==> src/rtl/hippo_lsu_pkg.sv <==
// Shared types and helpers for the Hippomenes load/store unit.
// Optional build macro HIPPO_LSU_MISALIGN_TRAP_EN is consumed by hippo_lsu_ctrl.
package hippo_lsu_pkg;

   typedef enum logic [1:0] {
      IDLE,
      REQ,
      WAIT_R,
      DONE
   } LsuState;

   typedef enum logic [1:0] {
      NONE,
      LOAD_MISALIGN,
      STORE_MISALIGN,
      BUS_TIMEOUT
   } TrapCause;

   // Access size as carried in funct3[1:0].
   localparam logic [1:0] MEM_B = 2'd0;
   localparam logic [1:0] MEM_H = 2'd1;
   localparam logic [1:0] MEM_W = 2'd2;

   // funct3[1:0] == 3 has no RV32 meaning; it is folded onto a word access.
   function automatic logic [1:0] decode_width(input logic [2:0] width);
      return (width[1:0] == 2'd3) ? MEM_W : width[1:0];
   endfunction

   // True when the access does not sit on its natural boundary.
   function automatic logic is_misaligned(input logic [2:0] width,
                                          input logic [1:0] addr_lo);
      logic [1:0] size;
      size = decode_width(width);
      return ((size == MEM_H) && addr_lo[0]) ||
             ((size == MEM_W) && (addr_lo != 2'b00));
   endfunction

endpackage

==> src/rtl/hippo_lsu_ctrl_if.sv <==
// Data-memory request/grant/rvalid bus between the LSU and the memory port.
// master = LSU side, slave = memory side.
interface hippo_lsu_ctrl_if #(
   parameter int XLEN = 32
);

   logic            o_bus_req;
   logic            o_bus_we;
   logic [XLEN-1:0] o_bus_addr;
   logic [3:0]      o_bus_be;
   logic [XLEN-1:0] o_bus_wdata;
   logic            i_bus_gnt;
   logic            i_bus_rvalid;
   logic [XLEN-1:0] i_bus_rdata;

   modport master (
      output o_bus_req, o_bus_we, o_bus_addr, o_bus_be, o_bus_wdata,
      input  i_bus_gnt, i_bus_rvalid, i_bus_rdata
   );

   modport slave (
      input  o_bus_req, o_bus_we, o_bus_addr, o_bus_be, o_bus_wdata,
      output i_bus_gnt, i_bus_rvalid, i_bus_rdata
   );

endinterface

==> src/rtl/hippo_lsu_lane.sv <==
// Byte-lane steering for the LSU: byte enables, store-data replication and
// load lane extraction with sign/zero extension. Purely combinational.
// Half accesses look only at addr[1] and word accesses ignore addr[1:0], so
// the same steering serves builds with or without misalignment trapping.
module hippo_lsu_lane
   import hippo_lsu_pkg::*;
#(
   parameter int XLEN = 32
) (
   input  logic [1:0]      addr_lo,
   input  logic [2:0]      width,
   input  logic [XLEN-1:0] wdata,
   input  logic [XLEN-1:0] rdata_raw,
   output logic [3:0]      be,
   output logic [XLEN-1:0] wdata_rep,
   output logic [XLEN-1:0] rdata_ext
);

   logic [1:0]  size;
   logic        sign_en;
   logic [7:0]  lane_byte;
   logic [15:0] lane_half;

   assign size      = decode_width(width);
   assign sign_en   = ~width[2];
   assign lane_byte = rdata_raw[{addr_lo, 3'b000} +: 8];
   assign lane_half = rdata_raw[{addr_lo[1], 4'b0000} +: 16];

   // Steer enables, store data and load data by access size.
   always_comb begin
      // NOTE: every output gets a default first so no path leaves it unassigned (no latch).
      be        = 4'b1111;
      wdata_rep = wdata;
      rdata_ext = rdata_raw;
      case (size)
         MEM_B: begin
            be        = 4'b0001 << addr_lo;
            wdata_rep = {4{wdata[7:0]}};
            rdata_ext = {{24{sign_en & lane_byte[7]}}, lane_byte};
         end
         MEM_H: begin
            be        = 4'b0011 << {addr_lo[1], 1'b0};
            wdata_rep = {2{wdata[15:0]}};
            rdata_ext = {{16{sign_en & lane_half[15]}}, lane_half};
         end
         default: ;
      endcase
   end

endmodule

==> src/rtl/hippo_lsu_ctrl.sv <==
// Load/store sequencer for the Hippomenes execute stage. Runs the data-memory
// request/grant/rvalid handshake, stalls the pipeline until completion and
// reports misalignment (optional) and bus-timeout traps.
// Build macro: HIPPO_LSU_MISALIGN_TRAP_EN enables misaligned-access traps.
module hippo_lsu_ctrl
   import hippo_lsu_pkg::*;
#(
   parameter int XLEN    = 32,
   parameter int TIMEOUT = 16
) (
   input  logic              i_clk,
   input  logic              i_reset,
   input  logic              i_valid,
   input  logic              i_load,
   input  logic              i_store,
   input  logic [2:0]        i_width,
   input  logic [XLEN-1:0]   i_addr,
   input  logic [XLEN-1:0]   i_wdata,
   output logic              o_stall,
   output logic [XLEN-1:0]   o_rdata,
   output logic              o_rdata_valid,
   output logic              o_trap,
   output logic [1:0]        o_trap_cause,
   hippo_lsu_ctrl_if.master  bus
);

   localparam logic [7:0] CNT_LAST = 8'(TIMEOUT - 1);

   LsuState         state_q, state_d;
   logic [XLEN-1:0] addr_q, wdata_q, rdata_q;
   logic [2:0]      width_q;
   logic            store_q;
   logic            timeout_q;
   logic [7:0]      cnt_q;

   logic            mem_op, misaligned;
   logic            capture_op, capture_rdata, timeout_fire;
   logic [3:0]      lane_be;
   logic [XLEN-1:0] lane_wdata, lane_rdata;

   // Qualified by reset so a held instruction cannot raise o_stall while in reset.
   assign mem_op = i_reset & i_valid & (i_load | i_store);

`ifdef HIPPO_LSU_MISALIGN_TRAP_EN
   assign misaligned = is_misaligned(i_width, i_addr[1:0]);
`else
   assign misaligned = 1'b0;
`endif

   hippo_lsu_lane #(.XLEN(XLEN)) u_lane (
      .addr_lo   (addr_q[1:0]),
      .width     (width_q),
      .wdata     (wdata_q),
      .rdata_raw (bus.i_bus_rdata),
      .be        (lane_be),
      .wdata_rep (lane_wdata),
      .rdata_ext (lane_rdata)
   );

   // Bus outputs come from the capture registers so they hold steady until grant.
   assign bus.o_bus_addr  = {addr_q[XLEN-1:2], 2'b00};
   assign bus.o_bus_we    = store_q & (state_q == REQ);
   assign bus.o_bus_be    = (state_q == REQ) ? lane_be : 4'b0000;
   assign bus.o_bus_wdata = lane_wdata;
   assign o_rdata         = rdata_q;

   // State register.
   always_ff @(posedge i_clk or negedge i_reset) begin
      // NOTE: sequential state uses non-blocking assignments so all registers update together.
      if (!i_reset) state_q <= IDLE;
      else          state_q <= state_d;
   end

   // Next-state and output decode.
   always_comb begin
      state_d       = state_q;
      o_stall       = 1'b0;
      o_trap        = 1'b0;
      o_trap_cause  = NONE;
      o_rdata_valid = 1'b0;
      bus.o_bus_req = 1'b0;
      capture_op    = 1'b0;
      capture_rdata = 1'b0;
      timeout_fire  = 1'b0;
      unique case (state_q)
         IDLE: begin
            if (mem_op) begin
               if (misaligned) begin
                  o_trap       = 1'b1;
                  o_trap_cause = i_store ? STORE_MISALIGN : LOAD_MISALIGN;
               end else begin
                  o_stall    = 1'b1;
                  capture_op = 1'b1;
                  state_d    = REQ;
               end
            end
         end
         REQ: begin
            o_stall       = 1'b1;
            bus.o_bus_req = 1'b1;
            if (bus.i_bus_gnt) begin
               if (store_q) begin
                  state_d = DONE;
               end else if (bus.i_bus_rvalid) begin
                  capture_rdata = 1'b1;
                  state_d       = DONE;
               end else begin
                  state_d = WAIT_R;
               end
            end else if (cnt_q >= CNT_LAST) begin
               timeout_fire = 1'b1;
               state_d      = DONE;
            end
         end
         WAIT_R: begin
            o_stall = 1'b1;
            if (bus.i_bus_rvalid) begin
               capture_rdata = 1'b1;
               state_d       = DONE;
            end else if (cnt_q >= CNT_LAST) begin
               timeout_fire = 1'b1;
               state_d      = DONE;
            end
         end
         DONE: begin
            o_trap        = timeout_q;
            o_trap_cause  = timeout_q ? BUS_TIMEOUT : NONE;
            o_rdata_valid = ~timeout_q & ~store_q;
            state_d       = IDLE;
         end
         default: state_d = IDLE;
      endcase
   end

   // Capture the accepted operation; also clears the pending timeout.
   always_ff @(posedge i_clk or negedge i_reset) begin
      if (!i_reset) begin
         addr_q    <= '0;
         width_q   <= '0;
         wdata_q   <= '0;
         store_q   <= 1'b0;
         timeout_q <= 1'b0;
      end else if (capture_op) begin
         addr_q    <= i_addr;
         width_q   <= i_width;
         wdata_q   <= i_wdata;
         store_q   <= i_store;
         timeout_q <= 1'b0;
      end else if (timeout_fire) begin
         timeout_q <= 1'b1;
      end
   end

   // Cycles spent waiting on the bus; cleared when a new access is accepted.
   always_ff @(posedge i_clk or negedge i_reset) begin
      if (!i_reset) begin
         cnt_q <= '0;
      end else if (capture_op) begin
         cnt_q <= '0;
      end else if (((state_q == REQ) || (state_q == WAIT_R)) && (cnt_q != 8'hFF)) begin
         cnt_q <= cnt_q + 8'd1;
      end
   end

   // Load result register; holds until the next successful load.
   always_ff @(posedge i_clk or negedge i_reset) begin
      if (!i_reset)           rdata_q <= '0;
      else if (capture_rdata) rdata_q <= lane_rdata;
   end

endmodule

==> src/flat_wrapper.sv <==
// flat-port wrapper written by rule: the top's interface ports become plain ports
module hippo_lsu_ctrl_flat import hippo_lsu_pkg::*;
#(
   parameter int XLEN    = 32,
   parameter int TIMEOUT = 16
)
  (i_clk, i_reset, i_valid, i_load, i_store, i_width, i_addr, i_wdata, o_stall, o_rdata, o_rdata_valid, o_trap, o_trap_cause, bus_o_bus_req, bus_o_bus_we, bus_o_bus_addr, bus_o_bus_be, bus_o_bus_wdata, bus_i_bus_gnt, bus_i_bus_rvalid, bus_i_bus_rdata);
  hippo_lsu_ctrl_if #(.XLEN(XLEN)) bus_i ();
  input  logic i_clk;
  input  logic i_reset;
  input  logic i_valid;
  input  logic i_load;
  input  logic i_store;
  input  logic [2:0] i_width;
  input  logic [XLEN-1:0] i_addr;
  input  logic [XLEN-1:0] i_wdata;
  output logic o_stall;
  output logic [XLEN-1:0] o_rdata;
  output logic o_rdata_valid;
  output logic o_trap;
  output logic [1:0] o_trap_cause;
  output wire logic [$bits(bus_i.o_bus_req)-1:0] bus_o_bus_req;
  output wire logic [$bits(bus_i.o_bus_we)-1:0] bus_o_bus_we;
  output wire logic [$bits(bus_i.o_bus_addr)-1:0] bus_o_bus_addr;
  output wire logic [$bits(bus_i.o_bus_be)-1:0] bus_o_bus_be;
  output wire logic [$bits(bus_i.o_bus_wdata)-1:0] bus_o_bus_wdata;
  input wire logic [$bits(bus_i.i_bus_gnt)-1:0] bus_i_bus_gnt;
  input wire logic [$bits(bus_i.i_bus_rvalid)-1:0] bus_i_bus_rvalid;
  input wire logic [$bits(bus_i.i_bus_rdata)-1:0] bus_i_bus_rdata;
  assign bus_o_bus_req = bus_i.o_bus_req;
  assign bus_o_bus_we = bus_i.o_bus_we;
  assign bus_o_bus_addr = bus_i.o_bus_addr;
  assign bus_o_bus_be = bus_i.o_bus_be;
  assign bus_o_bus_wdata = bus_i.o_bus_wdata;
  assign bus_i.i_bus_gnt = bus_i_bus_gnt;
  assign bus_i.i_bus_rvalid = bus_i_bus_rvalid;
  assign bus_i.i_bus_rdata = bus_i_bus_rdata;
  hippo_lsu_ctrl #(.XLEN(XLEN), .TIMEOUT(TIMEOUT)) u_core (.i_clk(i_clk), .i_reset(i_reset), .i_valid(i_valid), .i_load(i_load), .i_store(i_store), .i_width(i_width), .i_addr(i_addr), .i_wdata(i_wdata), .o_stall(o_stall), .o_rdata(o_rdata), .o_rdata_valid(o_rdata_valid), .o_trap(o_trap), .o_trap_cause(o_trap_cause), .bus(bus_i));
endmodule
==> config.mk <==
export PLATFORM = sky130hd
export DESIGN_NAME = hippo_lsu_ctrl_flat
export DESIGN_NICKNAME = d
export VERILOG_FILES = /design/src/rtl/hippo_lsu_pkg.sv /design/src/rtl/hippo_lsu_ctrl_if.sv /design/src/rtl/hippo_lsu_lane.sv /design/src/rtl/hippo_lsu_ctrl.sv /design/src/flat_wrapper.sv
export SDC_FILE = /design/constraint.sdc
export NUM_CORES = 1
export LEC_CHECK = 0
export ABC_AREA = 1
export BUFFER_PORTS_ARGS = -buffer_cell sky130_fd_sc_hd__clkbuf_2
export CAP_MARGIN = 20
export CORE_AREA = 2 2 114 116
export DETAILED_ROUTE_END_ITERATION = 8
export DIE_AREA = 0 0 116 118
export PLACE_DENSITY = 0.83
export SLEW_MARGIN = 20
export SYNTH_ARGS = -nofsm -noshare
export SYNTH_HDL_FRONTEND = slang
export SYNTH_HIERARCHICAL = 1
export SYNTH_SLANG_ARGS = --single-unit
==> constraint.sdc <==
create_clock -name i_clk -period 2 [get_ports i_clk]
set_input_delay 0.2 -clock i_clk [delete_from_list [all_inputs] [get_ports i_clk]]
set_output_delay 0.2 -clock i_clk [all_outputs]
set_load 0.01 [all_outputs]
## Word level (Yosys, flattened, before mapping)

Cells that the tools add are included.

- Bits of input ports: 106
- Logic and storage cells: 70
- Flip-flop bits (word level): 111

- Equal/unequal tests: 7
- Reduce and logical (&&, ||, !) cells: 7
- $lt $le $gt $ge: 1
- Muxes and demuxes: 32
- $add $sub $neg: 1
- Shifts and indexed selects: 4
- Bitwise logic cells: 10

Operators with widths:

| kind | count |
|---|---|
| 32-bit one-hot mux with 2 select lines | 2 |
| 32-bit by 6-bit indexed part select with 16-bit output | 1 |
| 32-bit by 6-bit indexed part select with 8-bit output | 1 |
| 2-bit two-way mux | 8 |
| 8-bit two-way mux | 2 |
| 1-bit two-way mux | 14 |
| 8-bit by 1-bit adder with 8-bit output (second input constant) | 1 |
| 8-bit by 4-bit greater-or-equal comparator with 1-bit output (second input constant) | 1 |
| 8-bit inequality test (second input constant) | 1 |
| 2-bit one-hot mux with 4 select lines | 1 |
| 4-bit one-hot mux with 2 select lines | 1 |
| 1-bit AND | 6 |
| 2-bit == test (second input constant) | 3 |
| 1-bit one-hot mux with 2 select lines | 3 |
| 2-bit by 1-bit == test with 1-bit output (second input constant) | 2 |
| 2-bit logical NOT | 2 |
| 4-bit two-way mux | 1 |
| 2-bit nonzero test | 2 |
| 1-bit by 2-bit left shift with 4-bit output (first input constant) | 1 |
| 2-bit by 2-bit left shift with 4-bit output (first input constant) | 1 |
| 1-bit NOT | 3 |
| 2-bit by 1-bit inequality test with 1-bit output (second input constant) | 1 |
| 2-bit OR reduction | 1 |
| 1-bit logical AND | 1 |
| 2 further kinds | 2 |

## Logic depth before layout (Yosys ltp)

Gate-level depths: netlist (run 1).

- Depth after elaboration: 6
- Depth in mapped cells: 11

## By module

Netlist (run 1), hierarchy kept.

By module, submodules not included:

| module | times used | cells each | seq. area each (um^2) | area an instance (um^2) |
|---|---|---|---|---|
| hippo_lsu_ctrl | 1 | 578 | 2777.7 | 5033.6 |
| hippo_lsu_lane | 1 | 231 | 0.0 | 1151.1 |

## Worst setup path after synthesis (run 1)

No wires, ideal clock.

- Kind: reg2reg
- Start: reg u_core.state_q[1]
- End: reg u_core.rdata_q[23] (netlist: u_core/o_rdata[23])
- Path buffers: 1
- Slack: 0.251 ns
- Period minus slack after synthesis: 1.749 ns
- Stages on the path, launching flop included: 9
- Setup time: 0.118 ns
- Required time: 1.882 ns
- Arrival time: 1.632 ns
- Cells stage by stage: dfrtp_1 > inv_1 > ha_1 > inv_2 > o31ai_4 > nand3_4 > buf_6 > nand2_1 > o21ai_2

- Longest elaborated chain between the ends: 2

Ends and longest elaborated chain:

| what | RTL line | RTL |
|---|---|---|
| from (decl) | hippo_lsu_ctrl.sv:29 | `LsuState state_q, state_d;` |
| from (signal assigned) | hippo_lsu_ctrl.sv:71 | `else state_q <= state_d;` |
| 2-bit == test / 2-bit by 1-bit == test with 1-bit output (equally long branches) | hippo_lsu_ctrl.sv:85 | `unique case (state_q)` |
| 1-bit one-hot mux with 2 select lines * | hippo_lsu_ctrl.sv:85 |  |
| to (signal assigned) | hippo_lsu_ctrl.sv:168 | `else if (capture_rdata) rdata_q <= lane_rdata;` |
| to (decl) | hippo_lsu_ctrl.sv:30 | `logic [XLEN-1:0] addr_q, wdata_q, rdata_q;` |

Mark *: on every way between the ends. The rest lies on a longest branch, timed or not.
A chain may end at the register's enable or synchronous reset.

## Final worst setup path (run 1)

- Start: reg u_core.width_q[1]
- End: out bus_o_bus_be[0]

- Longest elaborated chain between the ends: 5

Ends and longest elaborated chain:

| what | RTL line | RTL |
|---|---|---|
| from (decl) | hippo_lsu_ctrl.sv:31 | `logic [2:0] width_q;` |
| from (signal assigned) | hippo_lsu_ctrl.sv:145 | `width_q <= i_width;` |
| 2-bit == test | hippo_lsu_pkg.sv:26 | `return (width[1:0] == 2'd3) ? MEM_W : width[1:0];` |
| 2-bit two-way mux * | hippo_lsu_pkg.sv:26 |  |
| 2-bit by 1-bit == test with 1-bit output / 2-bit logical NOT (equally long branches) | hippo_lsu_lane.sv:35 | `case (size)` |
| 4-bit one-hot mux with 2 select lines * | hippo_lsu_lane.sv:35 |  |
| named net u_core.lane_be[0] | hippo_lsu_ctrl.sv:38 | `logic [3:0] lane_be;` |
| 4-bit two-way mux * | hippo_lsu_ctrl.sv:63 | `assign bus.o_bus_be = (state_q == REQ) ? lane_be : 4'b0000;` |
| to (decl) | flat_wrapper.sv:25 | `output wire logic [$bits(bus_i.o_bus_be)-1:0] bus_o_bus_be;` |

The timed path passes the listed nets; every way through them passes the cells marked *.

==> results of run 1 <==
## what timing repair did
action | in CTS | in global routing
hold endpoints to repair | 111 | 0
hold buffers | 1 | 0
setup endpoints to repair | 0 | 5
gates resized for setup | 0 | 3
## cells by family after synthesis
| family | synth area share |
|---|---|
| and+or+nand+nor | 0.3237 |
| buffers and inverters | 0.1347 |
| DFF | 0.4491 |
| AOI/OAI and AO/OA | 0.07202 |
| adders and majority gates | 0.01416 |
| xor gates and xnor gates | 0.005664 |
| other | 0.0006063 |
## registers in the layout, summed over array words and instances (netlist names)
signal            cells
u_core/wdata_q       32
u_core/cnt_q          8
u_core/state_q        2
u_core/store_q        1
u_core/o_rdata       32
u_core/addr_q        32
u_core/timeout_q      1
u_core/width_q        3
## layout by cell type (no fill, tap or decap), types with 4 or more instances in the layout
cell | netlist | layout
o211ai_1 | 5 | 5
nand2_2 | 4 | 5
nand3_2 | 4 | 4
ha_1 | 7 | 6
dfrtp_1 | 111 | 110
nand2_4 | 4 | 4
buf_12 | 0 | 4
xor2_1 | 4 | 4
clkbuf_2 | 0 | 209
inv_2 | 4 | 5
nand3_1 | 59 | 59
o21ai_2 | 32 | 32
clkbuf_16 | 0 | 9
inv_1 | 63 | 62
inv_6 | 2 | 4
nand2_1 | 390 | 389
o21ai_0 | 13 | 13
nor2_1 | 12 | 12
buf_4 | 44 | 12
## tightest hold or removal path, delay by kind of cell
kind          cells  cell delay, ps
buf+inv           1              70
simple gates      2              80
## power by group
part	total (mW)	internal, mW	switching (mW)
combinational	6.04	2.28	3.76
sequential	3.98	3.25	0.733
clock	1.83	1.02	0.815
## path summary, 6_finish.rpt
path                                 endpoint  depth (start not counted)               from  slack [ps]
max                           bus_o_bus_be[0]                          9  u_core/width_q[1]         140
min                        u_core/wdata_q[19]                          3        i_wdata[19]          30
max reg2reg                u_core/o_rdata[28]                          8  u_core/state_q[1]         240
min reg2reg                 u_core/addr_q[25]                          2  u_core/addr_q[25]         480
max in group asynchronous   u_core/width_q[1]                          3            i_reset         980
min in group asynchronous   u_core/o_rdata[2]                          3            i_reset         420
## cell usage after synthesis, types with 2 or more instances
master    number
nand3_1       59
buf_6         11
ha_1           7
inv_1         63
a31oi_1        2
nand3_4        3
o21ai_2       32
a21oi_1        3
nand2_1      390
nand2_2        4
buf_2         11
nor2_1        12
o21ai_0       13
nand4_1        2
o211ai_1       5
dfrtp_1      111
clkbuf_1      10
xor2_1         4
nand2_4        4
inv_2          4
inv_6          2
nand3_2        4
buf_4         44
## through the flow
step                      hold WS, ps  utilization
final                           34.38       0.5956
after global routing            30.94       0.5956
after CTS                       19.87       0.5953
after detailed placement        355.6       0.5699
after global placement          361.4       0.5699
after floorplan                -95.59            -
## metal layers
layer | part of all wire | vias up | track usage
li1 | - | 2759 | -
met4 | 0.025 | 0 | 0.09152
met5 | 0 | - | 0
met1 | 0.42 | 2518 | 0.2988
met3 | 0.076 | 25 | 0.05304
met2 | 0.47 | 225 | 0.3670
## cell type report
class                      instances  area (um^2)
fill                            1175         5020
multi-input combinational        552         2582
inverter                          71        286.5
sequential                       111         2779
clock buffer                      11        242.7
timing repair buffer             226         1226
clock inverter                     5        62.56
tap                              172        215.2
==> impl_results.md, run 1 <==
* Status: completed
* Synth Warn # at 6
* Vias per cell at 4.814
* Tcrit/Tclk final at 0.9294
* Antenna cell count at 0
* Die height at 118 um
* Total GRT Usage at 0.2293
* Initial Util at 0.4982
* Dpl hpwl at 11,540 um
* Top cells by area, synth: dfrtp_1 45%, nand2_1 24%, buf_4 5.3%
* CTS Buffer Depth at 2
* Slowest CP cell: dfrtp_2
* Setup crit start kind: flip-flop
* Syn_area_per_cell at 7.645 um^2
* Syn Inst Count at 809
* Die Footprint at 13,690 um^2
* CTS tree: built
* Lkg Pwr at ~4.4 nW
* DP Cell Count at 1,131
* Post-layout nets at approximately 1,100
* TNS Setup at 0 ps
* CP arrival at around 1700 ps
* Final instance area at about 7400 um^2
* DRC viols at 0
* GRT overflow at 0
* Clk slew on worst S/H paths at 70 ps
* Inserted Clock Buffers at 9
* Total Wirelength at 15,590 um
* Core Footprint at 12,410 um^2
* Bufs and invs on worst path at 4
* RSZ-0062 raised after global routing: false
* Vias at 5,527
* Starting DRT DRC Count at 428
* Setup WS post-layout at 141.2 ps
* Area of the mapped netlist at 6185 um^2
* Gpl congestion at between 0.9 and 1
* Delay-heaviest family, CP: flip-flops
* Initial antenna violation count at 0
* Cell variety after synth at 32
* Worst path cell trace: inv_8, nand2_4, inv_6, nand2_4, nand2_4, nand2_4, nand2_1, inv_1, clkbuf_2
* Ys flop type: dfrtp_1
* FF+latch count, synth at 111
* Worst rel slew slack at 0.5521
* Sink Count at between 100 and 150
* Share of layout cells above drive strength 1 at 0.3094
* Sequential area share after synthesis at 0.4491
* Most Frequent Cell on Critical Path: nand2_4
* Pre-Repair DR Iteration Count at 5
* Top-area cell type share of the netlist area at 0.4491
* PortBufs at 210
* Avg WL per Cell at 13.58 um
* Post-CTS Setup Bufs at 0
* Clock skew at 6.229 ps
* Skew-Pair Late Insertion Delay at 350 ps
* Cell Area, Placed at ~7000 um^2
* Crit. End Element: primary output
* Min-delay worst type: in2reg
* Pwr Density at 1603 nW/um^2
* Hold Fails Final Rpt at 0
* Max-cap violations at 0
* Post-layout min period at 1859 ps
* Overall Power at around 12 mW
* Highest clock rate at 0.5380 GHz
* Top cell type by total area after synthesis: dfrtp_1
* First-pass GRT wire length at 24,660 um
* WS Path Type: reg2out
* Fin cells at 1,148
* Setup WS pre-CTS at 274.2 ps
* H-tree levels at 3
* P&R area growth vs syn at 19.56%
* Worst path required time at 1800 ps
* Vias in the first global route at 5,082
* Crit-path max FO at 9
* Peak VDD IR at just over 0.8 mV
* Clock Tree Root: clkbuf_16
* I/O pins at 213
* Largest net degree at the start of global routing at roughly 110
* Final ANT Viol Nets at 0
* Num rows at 41
* Worst slew pin tran at 671.9 ps
* FFs w/ async S/R, synth at 1.000
* Die W at 116 um
* Slowest stage delay, CP at 490 ps
* Final setup viols at 0
* Max-slew violations at 0
* Number of synthesized flops with an enable pin at 0
No activity file was read; power rests on OpenSTA's default activity.
==> run 2, diff against run 1 <==
--- a/config.mk
+++ b/config.mk
@@ -11,6 +11,7 @@
 export CORE_AREA = 2 2 114 116
 export DETAILED_ROUTE_END_ITERATION = 8
 export DIE_AREA = 0 0 116 118
+export MAX_ROUTING_LAYER = met4
 export PLACE_DENSITY = 0.83
 export SLEW_MARGIN = 20
 export SYNTH_ARGS = -nofsm -noshare
==> run 2 against run 1 <==
Against the previous run: design area down 0.10%; register-to-register slack worse by 20 ps; clock power decreased by 3%; combinational power grew 1%; clock skew down 1.2 ps.
==> impl_results.md, run 2 (synthesized netlist as in run 1, its figures left out) <==
* Vias per cell at 4.857 (+0.88%)
* RSZ-0062 raised after global routing: false
* Crit-path max FO at 9 (unchanged)
* Total Wirelength at 15,850 um (+1.6%)
* Hold Fails Final Rpt at 0 (unchanged)
* Worst slew pin tran at 603.8 ps (-68.09 ps)
* CTS Buffer Depth at 2 (unchanged)
* Cell Area, Placed at 7076 um^2 (unchanged)
* Skew-Pair Late Insertion Delay at 360 ps (about the same)
* Final ANT Viol Nets at 0 (unchanged)
* Antenna cell count at 0 (unchanged)
* Max-slew violations at 0 (unchanged)
* Clock Tree Root: clkbuf_16
* Vias at 5,571 (+0.80%)
* Peak VDD IR at 0.8783 mV (+6.6%)
* CTS tree: built
* Multi-input gate area at 2592 um^2 (+0.39%)
* Status: completed
* Tcrit/Tclk final at 0.9325 (+0.003119)
* GRT overflow at 0 (unchanged)
* TNS Setup at 0 ps (unchanged)
* Dpl hpwl at 11,610 um (+0.62%)
* Inserted Clock Buffers at 9 (unchanged)
* Lkg Pwr at 4.360 nW (-0.11%)
* Highest clock rate at 0.5362 GHz (-0.33%)
* Most Frequent Cell on Critical Path: nand2_4
* Min-delay worst type: in2reg
* Initial Util at 0.4982 (unchanged)
* Worst rel slew slack at 0.5975 (+0.04539)
* Crit. End Element: primary output
* Overall Power at 11.88 mW (+0.20%)
* Die W at 116 um (unchanged)
* P&R area growth vs syn at 19.44%
* Post-CTS Setup Bufs at 0 (unchanged)
* Num rows at 41 (unchanged)
* Die height at 118 um (unchanged)
* Gpl congestion at 0.9260 (+2.5%)
* Core Footprint at 12,410 um^2 (unchanged)
* Post-layout nets at 1,084 (unchanged)
* Commonest non-fill, non-tap cell in the layout: nand2_1
* Slowest CP cell: dfrtp_2
* Delay-heaviest family, CP: flip-flops
* Starting DRT DRC Count at 440 (+2.8%)
* Reg area at 2779 um^2 (unchanged)
* Post-layout min period at 1865 ps (+6.238 ps)
* Worst path required time at 1800 ps (about the same)
* PortBufs at 210 (unchanged)
* Bufs and invs on worst path at 4 (unchanged)
* Initial antenna violation count at 0 (unchanged)
* Crit. Startpoint: u_core/width_q[1]
* Clock skew at 5.024 ps (-1.205 ps)
* Most frequent cells in the layout: 389 x nand2_1, 209 x clkbuf_2, 110 x dfrtp_1
* Largest net degree at the start of global routing at 112 (unchanged)
* Sink Count at 111 (unchanged)
* CP arrival at 1670 ps (about the same)
* H-tree levels at 3 (unchanged)
* DRC viols at 0 (unchanged)
* Final setup viols at 0 (unchanged)
* Setup crit start kind: flip-flop
* Total GRT Usage at 0.2426 (+0.01329)
* Worst Hold Launch: i_addr[11]
* Pre-Repair DR Iteration Count at 4 (-1)
* Pwr Density at 1608 nW/um^2 (+0.30%)
* Avg WL per Cell at 13.81 um (+1.7%)
* Max-cap violations at 0 (unchanged)
* WS Path Type: reg2out
* Final instance area at 7387 um^2 (-0.10%)
* Die Footprint at 13,690 um^2 (unchanged)
* Share of layout cells above drive strength 1 at 0.3077 (-0.001734)
* Fillcell total at 1,184 (+0.77%)
* Clk slew on worst S/H paths at 70 ps (about the same)
* Slowest stage delay, CP at 480 ps (about the same)
* Vias in the first global route at 5,401 (+6.3%)
* Worst path cell trace: inv_8, nand2_4, inv_6, nand2_4, nand2_4, o21ai_0, nand2_1, inv_1, clkbuf_2
* First-pass GRT wire length at 25,540 um (+3.6%)
* I/O pins at 213 (unchanged)
* Crit Reg-Reg Startpoint: u_core/state_q[1]
==> run 2: per-layer routing <==
| layer | global-route usage | vias to the layer above | part of all wire |
|---|---|---|---|
| met3 | 0.04119 | 36 | 0.075 |
| li1 | - | 2766 | - |
| met1 | 0.3125 | 2539 | 0.43 |
| met4 | 0.1250 | 0 | 0.034 |
| met2 | 0.3662 | 230 | 0.46 |
| met5 | - | - | 0 |
==> run 2: worst reg2reg max path: cells and delay by family, from the launching register on <==
kind / cells / cell delay (ps)
buffers and inverters: 3 / 450
adder cells (fa/ha/maj): 1 / 210
AND/OR/NAND/NOR: 2 / 260
AO/OA/AOI/OAI: 2 / 310
flip-flops: 1 / 430
==> run 2: final timing paths <==
kind	to	slack (ps)	cells after the start
worst min register to register	u_core/addr_q[30]	480	2
max in group asynchronous	u_core/width_q[1]	1050	3
worst max register to register	u_core/o_rdata[27]	220	8
worst max-delay path	bus_o_bus_be[1]	130	9
worst min-delay path	u_core/addr_q[11]	30	3
min in group asynchronous	u_core/o_rdata[10]	490	3
==> run 2: metrics by stage <==
| step | worst slack, ps | hold slack [ps] | std cells | util |
|---|---|---|---|---|
| 2_1_floorplan | 250.9 | -95.59 | 810 | - |
| 3_3_place_gp | 376.1 | 359.3 | 1131 | 0.5699 |
| 3_5_place_dp | 304.7 | 360.3 | 1131 | 0.5699 |
| 4_1_cts | 75.49 | 21.29 | 1147 | 0.5939 |
| 5_1_grt | 30.38 | 30.21 | 1147 | 0.5950 |
| 6_report | 135.0 | 31.22 | 1147 | 0.5950 |
==> run 2: timing repair <==
action | in CTS | in global routing
hold buffers | 1 | 0
hold endpoints to repair | 111 | 0
resized for setup | 0 | 3
setup endpoints to repair | 0 | 3
==> run 2: layout make-up <==
| cell class | instances | share of cell area |
|---|---|---|
| clock buffers | 10 | 0.03100 |
| clock inverters | 5 | 0.007961 |
| inverters | 71 | 0.03879 |
| multi-input cells | 552 | 0.3509 |
| flip-flops and latches | 111 | 0.3762 |
| well taps | 172 | 0.02913 |
| repair buffers | 226 | 0.1660 |
==> run 2: where the power goes <==
| part | leakage [nW] | switching, mW | internal (mW) | total [mW] |
|---|---|---|---|---|
| combinational | 2.82 | 3.80 | 2.31 | 6.11 |
| sequential | 1.40 | 0.732 | 3.25 | 3.98 |
| clock | 0.135 | 0.816 | 0.968 | 1.78 |
==> run 3, diff against run 2 <==
--- a/config.mk
+++ b/config.mk
@@ -11,6 +11,7 @@
 export CORE_AREA = 2 2 114 116
 export DETAILED_ROUTE_END_ITERATION = 8
 export DIE_AREA = 0 0 116 118
+export GPL_TIMING_DRIVEN = 0
 export MAX_ROUTING_LAYER = met4
 export PLACE_DENSITY = 0.83
 export SLEW_MARGIN = 20
==> run 3 against run 2 <==
Against the previous run: wire length is 9.5% higher; core utilization is 5.1 points higher; die area stayed put; highest routed layer unchanged; fmax is 2.7% lower; sequential power hardly changed; worst hold slack worse by 3.2 ps; non-clock buffer count is 72 higher; count of clock-buffer cells in the layout stayed put; via count is 6.7% higher; critical endpoint is now o_stall; global-route usage is 2.5 points higher; clock skew is 7.8 ps higher.
==> impl_results.md, run 3 (synthesized netlist as in run 1, its figures left out) <==
* Status: completed
* Largest net degree at the start of global routing at 42 (-63%)
* Gpl congestion at 0.9186 (-0.80%)
* Tcrit/Tclk final at 0.9586 (+0.02613)
* Initial Util at 0.4982 (unchanged)
* H-tree levels at 3 (unchanged)
* Setup WS pre-CTS at -298.9 ps (-603.6 ps)
* Post-layout nets at 1,156 (+6.6%)
* Min-delay worst type: in2reg
* Clock Tree Root: clkbuf_16
* Vias in the first global route at 5,600 (+3.7%)
* Worst reg-to-reg path cell count at 8 (unchanged)
* Inserted Clock Buffers at 9 (unchanged)
* Hold Fails Final Rpt at 0 (unchanged)
* Starting DRT DRC Count at 481 (+9.3%)
* Most frequent cells in the layout: 389 x nand2_1, 211 x clkbuf_2, 109 x dfrtp_1
* Commonest non-fill, non-tap cell in the layout: nand2_1
* Skew-Pair Late Insertion Delay at 360 ps (about the same)
* Lkg Pwr at 4.746 nW (+8.8%)
* Total GRT Usage at 0.2674 (+0.02486)
* Worst Hold Launch: i_wdata[22]
* Antenna cell count at 0 (unchanged)
* GRT overflow at 0 (unchanged)
* Die height at 118 um (unchanged)
* Setup crit start kind: flip-flop
* Slowest CP cell: dfrtp_2
* Pre-Repair DR Iteration Count at 5 (+1)
* Reg2reg end: u_core/o_rdata[27]
* Share of layout cells above drive strength 1 at 0.3502 (+0.04250)
* Reg area at 2780 um^2 (about the same)
* Fin cells at 1,220 (+6.4%)
* I/O pins at 213 (unchanged)
* Worst path cell trace: inv_2, ha_1, nand2_2, buf_4, a21oi_1, clkbuf_2
* CTS Buffer Depth at 2 (unchanged)
* Crit. End Element: primary output
* DRC viols at 0 (unchanged)
* P&R area growth vs syn at 29.74%
* Worst path required time at 1800 ps (about the same)
* Total Wirelength at 17,350 um (+9.5%)
* Hold_ws at 28.00 ps (-3.228 ps)
* Die W at 116 um (unchanged)
* Worst rel slew slack at 0.6068 (+0.009275)
* Highest clock rate at 0.5216 GHz (-2.7%)
* Pwr Density at 1607 nW/um^2 (about the same)
* Peak VDD IR at 0.9006 mV (+2.5%)
* Fillcell total at 1,111 (-6.2%)
* Overall Power at 12.90 mW (+8.6%)
* Hold Crit Depth at 3 (unchanged)
* Initial antenna violation count at 0 (unchanged)
* First-pass GRT wire length at 27,610 um (+8.1%)
* Multi-input gate area at 2582 um^2 (-0.39%)
* Hold path endpoint: u_core/wdata_q[22]
* Avg WL per Cell at 14.22 um (+2.9%)
* Slowest stage delay, CP at 450 ps (-30 ps)
* CTS tree: built
* Sink Count at 111 (unchanged)
* Clock skew at 12.86 ps (+7.839 ps)
* Core Footprint at 12,410 um^2 (unchanged)
* Reg2reg setup slack at 160 ps (-60 ps)
* Clk slew on worst S/H paths at 80 ps (about the same)
* Max-cap violations at 0 (unchanged)
* PortBufs at 210 (unchanged)
* Vias at 5,946 (+6.7%)
* Bufs and invs on worst path at 3 (-1)
* Die Footprint at 13,690 um^2 (unchanged)
* Num rows at 41 (unchanged)
* Worst slew pin tran at 589.9 ps (-13.91 ps)
* CP arrival at 1720 ps (+50 ps)
* Crit-path max FO at 10 (+1)
* DP Cell Count at 1,193 (+5.5%)
* Final setup viols at 0 (unchanged)
* Vias per cell at 4.874 (+0.34%)
* Post-layout min period at 1917 ps (+52.26 ps)
* Dpl hpwl at 12,890 um (+11%)
* WS Path Type: reg2out
* TNS Setup at 0 ps (unchanged)
* Final ANT Viol Nets at 0 (unchanged)
* Delay-heaviest family, CP: buffers and inverters
* Setup WS post-layout at 82.72 ps (-52.26 ps)
* Max-slew violations at 0 (unchanged)
* CP Depth at 6 (-3)
* Crit Reg-Reg Startpoint: u_core/state_q[1]
==> run 3: layout make-up <==
cell class              count  area share
multi-input cells         552      0.3218
inverters                  71     0.03602
plain buffers              76     0.06970
clock buffers              10     0.02978
clock inverters             6     0.01216
well taps                 172     0.02682
flip-flops and latches    111      0.3465
repair buffers            222      0.1572
==> run 3: repair_timing <==
action                                  in CTS  in global routing
resized for setup                            6                 11
buffers inserted                             1                  2
hold buffers                                 7                  0
cloned                                       1                  0
pin swaps                                    1                  0
endpoints found under the hold margin       70                  0
endpoints found under the setup margin      11                 44
==> run 3: metrics by stage <==
| step | util | instance area, um^2 |
|---|---|---|
| after floorplan | - | 6188 |
| after global placement | 0.6005 | 7455 |
| after detailed placement | 0.6034 | 7491 |
| after CTS | 0.6438 | 7993 |
| after global routing | 0.6463 | 8024 |
| final | 0.6463 | 8024 |
==> run 3: worst max path at each step <==
stage / end / slack, ps / from
final: o_stall / 80 / u_core/state_q[1]
after global routing: bus_o_bus_wdata[11] / -0.5 / u_core/width_q[1]
after CTS: bus_o_bus_wdata[28] / 9 / u_core/width_q[1]
after detailed placement: u_core/addr_q[9] / -300 / i_reset
after global placement: o_stall / -1740 / i_reset
after floorplan: u_core/o_rdata[23] / 250 / u_core/state_q[1]
==> run 3: where the power goes <==
group / internal, mW / switching (mW) / total, mW
combinational: 2.83 / 4.05 / 6.89
clock: 1.15 / 0.865 / 2.02
sequential: 3.25 / 0.740 / 3.99
==> run 3: routing by layer <==
layer,share of wire,GRT usage
met1,0.42,0.3490
met2,0.47,0.4126
met3,0.081,0.04840
met4,0.027,0.1064
met5,0,-
==> run 3: worst reg2reg max path: cells and delay by family, from the launching register on <==
kind | cells | cell delay, ps
adders and majority gates | 1 | 280
AOI/OAI and AO/OA | 2 | 310
DFF | 1 | 450
buffers and inverters | 3 | 400
and+or+nand+nor | 2 | 300
